==> config.mk <==
export PLATFORM = sky130hd
export DESIGN_NAME = param_sync_fifo_flat
export DESIGN_NICKNAME = d
export VERILOG_FILES = /design/src/rtl/param_sync_fifo_pkg.sv /design/src/rtl/param_sync_fifo_if.sv /design/src/rtl/param_sync_fifo_ram.sv /design/src/rtl/param_sync_fifo.sv /design/src/flat_wrapper.sv
export SDC_FILE = /design/constraint.sdc
export NUM_CORES = 1
export LEC_CHECK = 0
export BUFFER_PORTS_ARGS = -buffer_cell sky130_fd_sc_hd__buf_2
export CORE_ASPECT_RATIO = 0.8
export CORE_MARGIN = 10
export CORE_UTILIZATION = 40
export DETAILED_ROUTE_END_ITERATION = 6
export PLACE_DENSITY = 0.54
export SYNTH_ARGS = -nofsm -noshare
export SYNTH_HDL_FRONTEND = slang
export SYNTH_SLANG_ARGS = --single-unit
==> constraint.sdc <==
create_clock -name clk -period 6.98 [get_ports clk]
set_input_delay 1.396 -clock clk [delete_from_list [all_inputs] [get_ports clk]]
set_output_delay 1.396 -clock clk [all_outputs]
set_load 0.03 [all_outputs]
==> src/rtl/param_sync_fifo_pkg.sv <==
// param_sync_fifo_pkg
//   Shared definitions for the parametrised synchronous FIFO.
//   - DEF_WIDTH / DEF_DEPTH : default geometry used by the interface and the top
//   - ptr_w()               : pointer / occupancy width for a given depth
//   - is_pow2()             : elaboration-time depth sanity check
//   - fifo_flags_t          : bundle of status flags decoded from the pointers
package param_sync_fifo_pkg;

  localparam int DEF_WIDTH = 8;
  localparam int DEF_DEPTH = 16;

  // One extra bit over the address so that full and empty are distinguishable.
  function automatic int ptr_w(input int depth);
    return $clog2(depth) + 1;
  endfunction

  function automatic bit is_pow2(input int v);
    return (v >= 2) && ((v & (v - 1)) == 0);
  endfunction

  typedef struct packed {
    logic empty;
    logic full;
    logic almost_empty;
    logic almost_full;
  } fifo_flags_t;

endpackage

==> src/rtl/param_sync_fifo_if.sv <==
// param_sync_fifo_if
//   Handshake/data bundle between a producer/consumer and the FIFO.
//   master : drives wr, din, rd; observes data, occupancy and status pulses
//   slave  : the FIFO itself
//   Signals: wr/din (push), rd (pop), dout/dout_valid (read data),
//            fifo_cnt (occupancy 0..DEPTH), empty/full/almost_empty/almost_full,
//            overflow/underflow (one-cycle error pulses).
interface param_sync_fifo_if
  import param_sync_fifo_pkg::*;
#(
  parameter int WIDTH = DEF_WIDTH,
  parameter int DEPTH = DEF_DEPTH
);
  logic                      wr;
  logic [WIDTH-1:0]          din;
  logic                      rd;
  logic [WIDTH-1:0]          dout;
  logic                      dout_valid;
  logic [ptr_w(DEPTH)-1:0]   fifo_cnt;
  logic                      empty;
  logic                      full;
  logic                      almost_empty;
  logic                      almost_full;
  logic                      overflow;
  logic                      underflow;

  modport master (
    output wr, din, rd,
    input  dout, dout_valid, fifo_cnt, empty, full,
           almost_empty, almost_full, overflow, underflow
  );

  modport slave (
    input  wr, din, rd,
    output dout, dout_valid, fifo_cnt, empty, full,
           almost_empty, almost_full, overflow, underflow
  );
endinterface

==> src/rtl/param_sync_fifo_ram.sv <==
// param_sync_fifo_ram
//   WIDTH x DEPTH register array: one synchronous write port, one
//   asynchronous read port. Contents are deliberately not reset.
//   clk   : clock
//   we    : write enable
//   waddr : write address, wdata : write data
//   raddr : read address,  rdata : read data (combinational)
module param_sync_fifo_ram #(
  parameter  int WIDTH  = 8,
  parameter  int DEPTH  = 16,
  localparam int ADDR_W = $clog2(DEPTH)
) (
  input  logic              clk,
  input  logic              we,
  input  logic [ADDR_W-1:0] waddr,
  input  logic [WIDTH-1:0]  wdata,
  input  logic [ADDR_W-1:0] raddr,
  output logic [WIDTH-1:0]  rdata
);
  logic [WIDTH-1:0] mem_reg [DEPTH];

  always_ff @(posedge clk) begin
    if (we) begin
      mem_reg[waddr] <= wdata;
    end
  end

  // Read is combinational, so a same-edge write to the read address is seen
  // only after the edge: a pop at full captures the old word.
  assign rdata = mem_reg[raddr];
endmodule

==> src/rtl/param_sync_fifo.sv <==
// param_sync_fifo
//   Parametrised single-clock FIFO with almost-full/almost-empty thresholds,
//   overflow/underflow pulses, read-valid strobe and optional FWFT output.
//   clk : clock (rising edge)
//   rst : synchronous active-high reset (pointers, flags, output registers)
//   bus : param_sync_fifo_if.slave (wr/din/rd in; dout, dout_valid,
//         fifo_cnt, empty, full, almost_empty, almost_full, overflow,
//         underflow out)
module param_sync_fifo
  import param_sync_fifo_pkg::*;
#(
  parameter int WIDTH     = DEF_WIDTH,
  parameter int DEPTH     = DEF_DEPTH,
  parameter int AF_THRESH = DEPTH - 2,
  parameter int AE_THRESH = 2,
  parameter int FWFT      = 0
) (
  input logic              clk,
  input logic              rst,
  param_sync_fifo_if.slave bus
);
  localparam int ADDR_W = $clog2(DEPTH);
  localparam int PTR_W  = ptr_w(DEPTH);

  generate
    if (!is_pow2(DEPTH)) begin : g_bad_depth
      $error("param_sync_fifo: DEPTH must be a power of two >= 2");
    end
    if (!((AE_THRESH < AF_THRESH) && (AF_THRESH <= DEPTH))) begin : g_bad_thresh
      $error("param_sync_fifo: need AE_THRESH < AF_THRESH <= DEPTH");
    end
  endgenerate

  logic [PTR_W-1:0] wr_ptr_reg, wr_ptr_next;
  logic [PTR_W-1:0] rd_ptr_reg, rd_ptr_next;
  logic [PTR_W-1:0] cnt;
  fifo_flags_t      flags;
  logic             rd_acc, wr_acc;
  logic             overflow_reg, underflow_reg;
  logic [WIDTH-1:0] ram_rdata;

  // Pointers carry one wrap bit, so the modulo difference is the occupancy.
  assign cnt = wr_ptr_reg - rd_ptr_reg;

  always_comb begin
    flags.empty        = (cnt == '0);
    flags.full         = (cnt == PTR_W'(DEPTH));
    flags.almost_empty = (int'(cnt) <= AE_THRESH);
    flags.almost_full  = (int'(cnt) >= AF_THRESH);
  end

  // A pop in the same cycle frees a slot, so a write at full is still taken.
  assign rd_acc = bus.rd & ~flags.empty;
  assign wr_acc = bus.wr & (~flags.full | rd_acc);

  assign wr_ptr_next = wr_ptr_reg + PTR_W'(wr_acc);
  assign rd_ptr_next = rd_ptr_reg + PTR_W'(rd_acc);

  always_ff @(posedge clk) begin
    if (rst) begin
      wr_ptr_reg    <= '0;
      rd_ptr_reg    <= '0;
      overflow_reg  <= 1'b0;
      underflow_reg <= 1'b0;
    end else begin
      wr_ptr_reg    <= wr_ptr_next;
      rd_ptr_reg    <= rd_ptr_next;
      overflow_reg  <= bus.wr & ~wr_acc;
      underflow_reg <= bus.rd & flags.empty;
    end
  end

  param_sync_fifo_ram #(
    .WIDTH (WIDTH),
    .DEPTH (DEPTH)
  ) u_ram (
    .clk   (clk),
    .we    (wr_acc & ~rst),
    .waddr (wr_ptr_reg[ADDR_W-1:0]),
    .wdata (bus.din),
    .raddr (rd_ptr_reg[ADDR_W-1:0]),
    .rdata (ram_rdata)
  );

  generate
    if (FWFT != 0) begin : g_fwft
      // Head word is presented directly; valid whenever something is stored.
      assign bus.dout       = ram_rdata;
      assign bus.dout_valid = ~flags.empty;
    end else begin : g_std
      logic [WIDTH-1:0] dout_reg;
      logic             dout_valid_reg;

      always_ff @(posedge clk) begin
        if (rst) begin
          dout_reg       <= '0;
          dout_valid_reg <= 1'b0;
        end else begin
          dout_valid_reg <= rd_acc;
          if (rd_acc) begin
            dout_reg <= ram_rdata;
          end
        end
      end

      assign bus.dout       = dout_reg;
      assign bus.dout_valid = dout_valid_reg;
    end
  endgenerate

  assign bus.fifo_cnt     = cnt;
  assign bus.empty        = flags.empty;
  assign bus.full         = flags.full;
  assign bus.almost_empty = flags.almost_empty;
  assign bus.almost_full  = flags.almost_full;
  assign bus.overflow     = overflow_reg;
  assign bus.underflow    = underflow_reg;
endmodule
==> src/flat_wrapper.sv <==
// flat-port wrapper written by rule: the top's interface ports become plain ports
module param_sync_fifo_flat import param_sync_fifo_pkg::*;
#(
  parameter int WIDTH     = DEF_WIDTH,
  parameter int DEPTH     = DEF_DEPTH,
  parameter int AF_THRESH = DEPTH - 2,
  parameter int AE_THRESH = 2,
  parameter int FWFT      = 0
)
  (clk, rst, bus_wr, bus_din, bus_rd, bus_dout, bus_dout_valid, bus_fifo_cnt, bus_empty, bus_full, bus_almost_empty, bus_almost_full, bus_overflow, bus_underflow);
  param_sync_fifo_if #(.WIDTH(WIDTH), .DEPTH(DEPTH)) bus_i ();
  input logic clk;
  input logic rst;
  input wire logic [$bits(bus_i.wr)-1:0] bus_wr;
  input wire logic [$bits(bus_i.din)-1:0] bus_din;
  input wire logic [$bits(bus_i.rd)-1:0] bus_rd;
  output wire logic [$bits(bus_i.dout)-1:0] bus_dout;
  output wire logic [$bits(bus_i.dout_valid)-1:0] bus_dout_valid;
  output wire logic [$bits(bus_i.fifo_cnt)-1:0] bus_fifo_cnt;
  output wire logic [$bits(bus_i.empty)-1:0] bus_empty;
  output wire logic [$bits(bus_i.full)-1:0] bus_full;
  output wire logic [$bits(bus_i.almost_empty)-1:0] bus_almost_empty;
  output wire logic [$bits(bus_i.almost_full)-1:0] bus_almost_full;
  output wire logic [$bits(bus_i.overflow)-1:0] bus_overflow;
  output wire logic [$bits(bus_i.underflow)-1:0] bus_underflow;
  assign bus_i.wr = bus_wr;
  assign bus_i.din = bus_din;
  assign bus_i.rd = bus_rd;
  assign bus_dout = bus_i.dout;
  assign bus_dout_valid = bus_i.dout_valid;
  assign bus_fifo_cnt = bus_i.fifo_cnt;
  assign bus_empty = bus_i.empty;
  assign bus_full = bus_i.full;
  assign bus_almost_empty = bus_i.almost_empty;
  assign bus_almost_full = bus_i.almost_full;
  assign bus_overflow = bus_i.overflow;
  assign bus_underflow = bus_i.underflow;
  param_sync_fifo #(.WIDTH(WIDTH), .DEPTH(DEPTH), .AF_THRESH(AF_THRESH), .AE_THRESH(AE_THRESH), .FWFT(FWFT)) u_core (.clk(clk), .rst(rst), .bus(bus_i));
endmodule
==> results.toml <==
[routing]
vias = 3183
postRouteAntennaNets = 0
wl_per_cell_um = 22.6
drt-initial-drc-count = 259
wirelength_um = 13000
viasPerCell = 5.54
route.detailed.drc = 0
first_pass_iters = 5

[pwr]
switching_power_w = 0.000795
powerDensity_nw_per_um2 = 387
switching_share_pct = 29.4
seqPwrFrac_pct = 38.0
p_clk_share_pct = 38.4
p_leak_nw = 2.33
p_comb_share_pct = 23.6
intPower_w = 0.00191
vdd_drop_max_uv = 200

[global_route]
grt_overflow = 0
antenna_found_initial = 0
grt.total_usage_pct = 13.4
grt_pass1_vias = 3221
grt_max_degree = 35
grt_first_pass_wirelength_um = 19800

[clocking]
cts-resized-gates = 0
cts_buffer_depth = 2
post-cts-setup-buffers = 0
cts_tree = "done"
ctsHoldBuffers = 0
cts_root_buffer = "clkbuf_16"
clock_sinks = 149
cts_buffers = 17
h-tree-depth = 4
clk_latency_ns = 0.41
clkSlewWorstSetupHoldPaths_ns = 0.06

[worst_setup_path]
cp.required_ns = 5.58
start_kind = "flip-flop"
cpMaxStageDelayCell = "fa_1"
path_cells = "inv_1 -> ha_1 -> inv_1 -> fa_1 -> nand3b_1 -> a211o_1 -> a22o_1 -> inv_4 -> buf_2"
crit_type = "reg2out"
critical_path.max_fanout = 11
reg2reg_slack_ns = 3.69
path_buf_inv = 4
crit_path_frequent_cell = "inv_1"
endpoint_kind = "primary output"
max_stage_delay_ns = 0.47
critical-path-top-delay-family = "adder cells"
arrival_ns = 2.98

[timing]
rsz0062_at_grt = "false"
fmax_ghz = 0.229
post-route-period-util_pct = 62.7
period_minus_slack_ns = 4.37
worst_pin_slew_ns = 0.898
skew_ns = 0.00792
tns_ns = 0
finalMaxSlewViolations = 0
hold_viol_final = 0
slew_headroom_pct = 39.9
setup-violations-final = 0

[synth]
synth.area.top_cells = "edfxtp_1, mux4_2, dfxtp_1, a22oi_1, ha_1"
synth_common_cells = "edfxtp_1, mux4_2, nor2_1"
synth_cell_type_count = 37
synthArstFlopShare_pct = 0
ys_ff_latch = 149
ys_seq_area_share_pct = 71.3
ys_warn_count = 0
synth_compound_gate_area_share_pct = 5.08
syn_area_per_cell_um2 = 17.6
yosys_most_used_dff = "edfxtp_1"
synthAdderAreaFrac_pct = 2.01
synthMuxAreaShare_pct = 12.1
synth.most_common_cell = "edfxtp_1"
syn_nets = 361
syn_area_um2 = 5980
synth_top_area_share_pct = 64.3
synth_top_family_by_area = "multiplexers"
yosysTopAreaCell = "edfxtp_1"
synthXorXnorAreaFrac_pct = 1.32
synthCells = 340
synth_edf_count = 128
synthSimpleGateAreaFrac_pct = 5.98

[final_layout]
nets = 399
antenna_cells = 0
area_growth_pct = 16.8
largest_register_ff_count = 128
utilization_pct = 48.4
final_area_um2 = 6990
fillers = 1201
drive_gt1_share_pct = 28.6

[run]
maxCapViolations = 0

[floorplanning]
io_pins = 32
dieWidth_um = 157
coreArea_um2 = 14400
fp.dieArea_um2 = 20300
start_util_pct = 41.4
die_y_um = 129
num_rows = 39

[worst_hold_path]
hp-class = "reg2reg"

[place]
dpl.hpwl_um = 8510
portBuffers = 31
gp_congestion = 0.836
dpl_cell_area_um2 = 6310

[status]
status = "finished, final reports clean"
tightest hold or removal path, cell delays in order (launching register included):
cell and delay (ns):
dfxtp_1 0.32, o21ai_2 0.05, a21oi_1 0.06
per-layer routing:
metal / routed length (um) / global-route usage (%)
met1: 6480 / 19.7
met2: 5820 / 18.7
met3: 538 / 2.98
met4: 152 / 5.43
met5: 0 / 0
cells by family (layout without fill, tap and decap cells):
group / after synthesis / count (layout)
flip-flops: 149 / 149
AO/OA/AOI/OAI: 42 / 42
AND/OR/NAND/NOR: 73 / 73
adder cells (fa/ha/maj): 9 / 9
XOR/XNOR: 9 / 9
buffers and inverters: 26 / 77
multiplexers: 32 / 32
worst paths after layout:
| kind | start | to | cells after the start |
|---|---|---|---|
| max reg2reg | u_core.wr_ptr_reg[0] | u_core.wr_ptr_reg[4] | 13 |
| min | u_core.bus.dout[5] | u_core.bus.dout[5] | 2 |
| max | u_core.wr_ptr_reg[0] | bus_empty | 9 |
| min reg2reg | u_core.bus.dout[5] | u_core.bus.dout[5] | 2 |
area by class of cell:
class	instances	area (um^2)	area share, %
repair buffers	37	200	2.87
clock buffers	17	425	6.09
inverters	8	32.5	0.466
clock inverters	15	250	3.58
flip-flops and latches	149	4270	61.1
well taps	184	230	3.30
multi-input cells	165	1580	22.6
power by group through the flow:
stage	combinational [W]	clock, W	sequential [W]
after detailed placement	0.000643	0	0.00104
after floorplan	0.000460	0	0.00108
after CTS	0.000648	0.00106	0.00103
after global routing	0.000688	0.00110	0.00103
after global placement	0.000641	0	0.00104
final	0.000638	0.00104	0.00103
through the flow:
step | total power [W] | cells | worst slack, ns | hold slack, ns
2_1_floorplan | 0.00154 | 340 | 2.30 | 0.498
3_3_place_gp | 0.00168 | 543 | 3.12 | 0.455
3_5_place_dp | 0.00169 | 543 | 3.06 | 0.459
4_1_cts | 0.00273 | 575 | 2.60 | 0.472
5_1_grt | 0.00281 | 575 | 2.44 | 0.487
6_report | 0.00270 | 575 | 2.61 | 0.470
cell usage in the layout, fill, tap and decap left out, drive strengths merged, types with 6 or more instances in the layout:
master / Yosys / layout
nand3: 14 / 14
inv: 8 / 11
buf: 11 / 37
clkbuf: 7 / 17
nor3: 6 / 6
nand2: 12 / 12
nor2: 22 / 22
edfxtp: 128 / 128
xor2: 6 / 6
mux4: 32 / 32
nor2b: 8 / 8
a21oi: 11 / 11
bufinv: 0 / 6
a22oi: 16 / 16
o21ai: 8 / 8
ha: 8 / 8
dfxtp: 21 / 21
No activity file was read; power rests on OpenSTA's default activity.
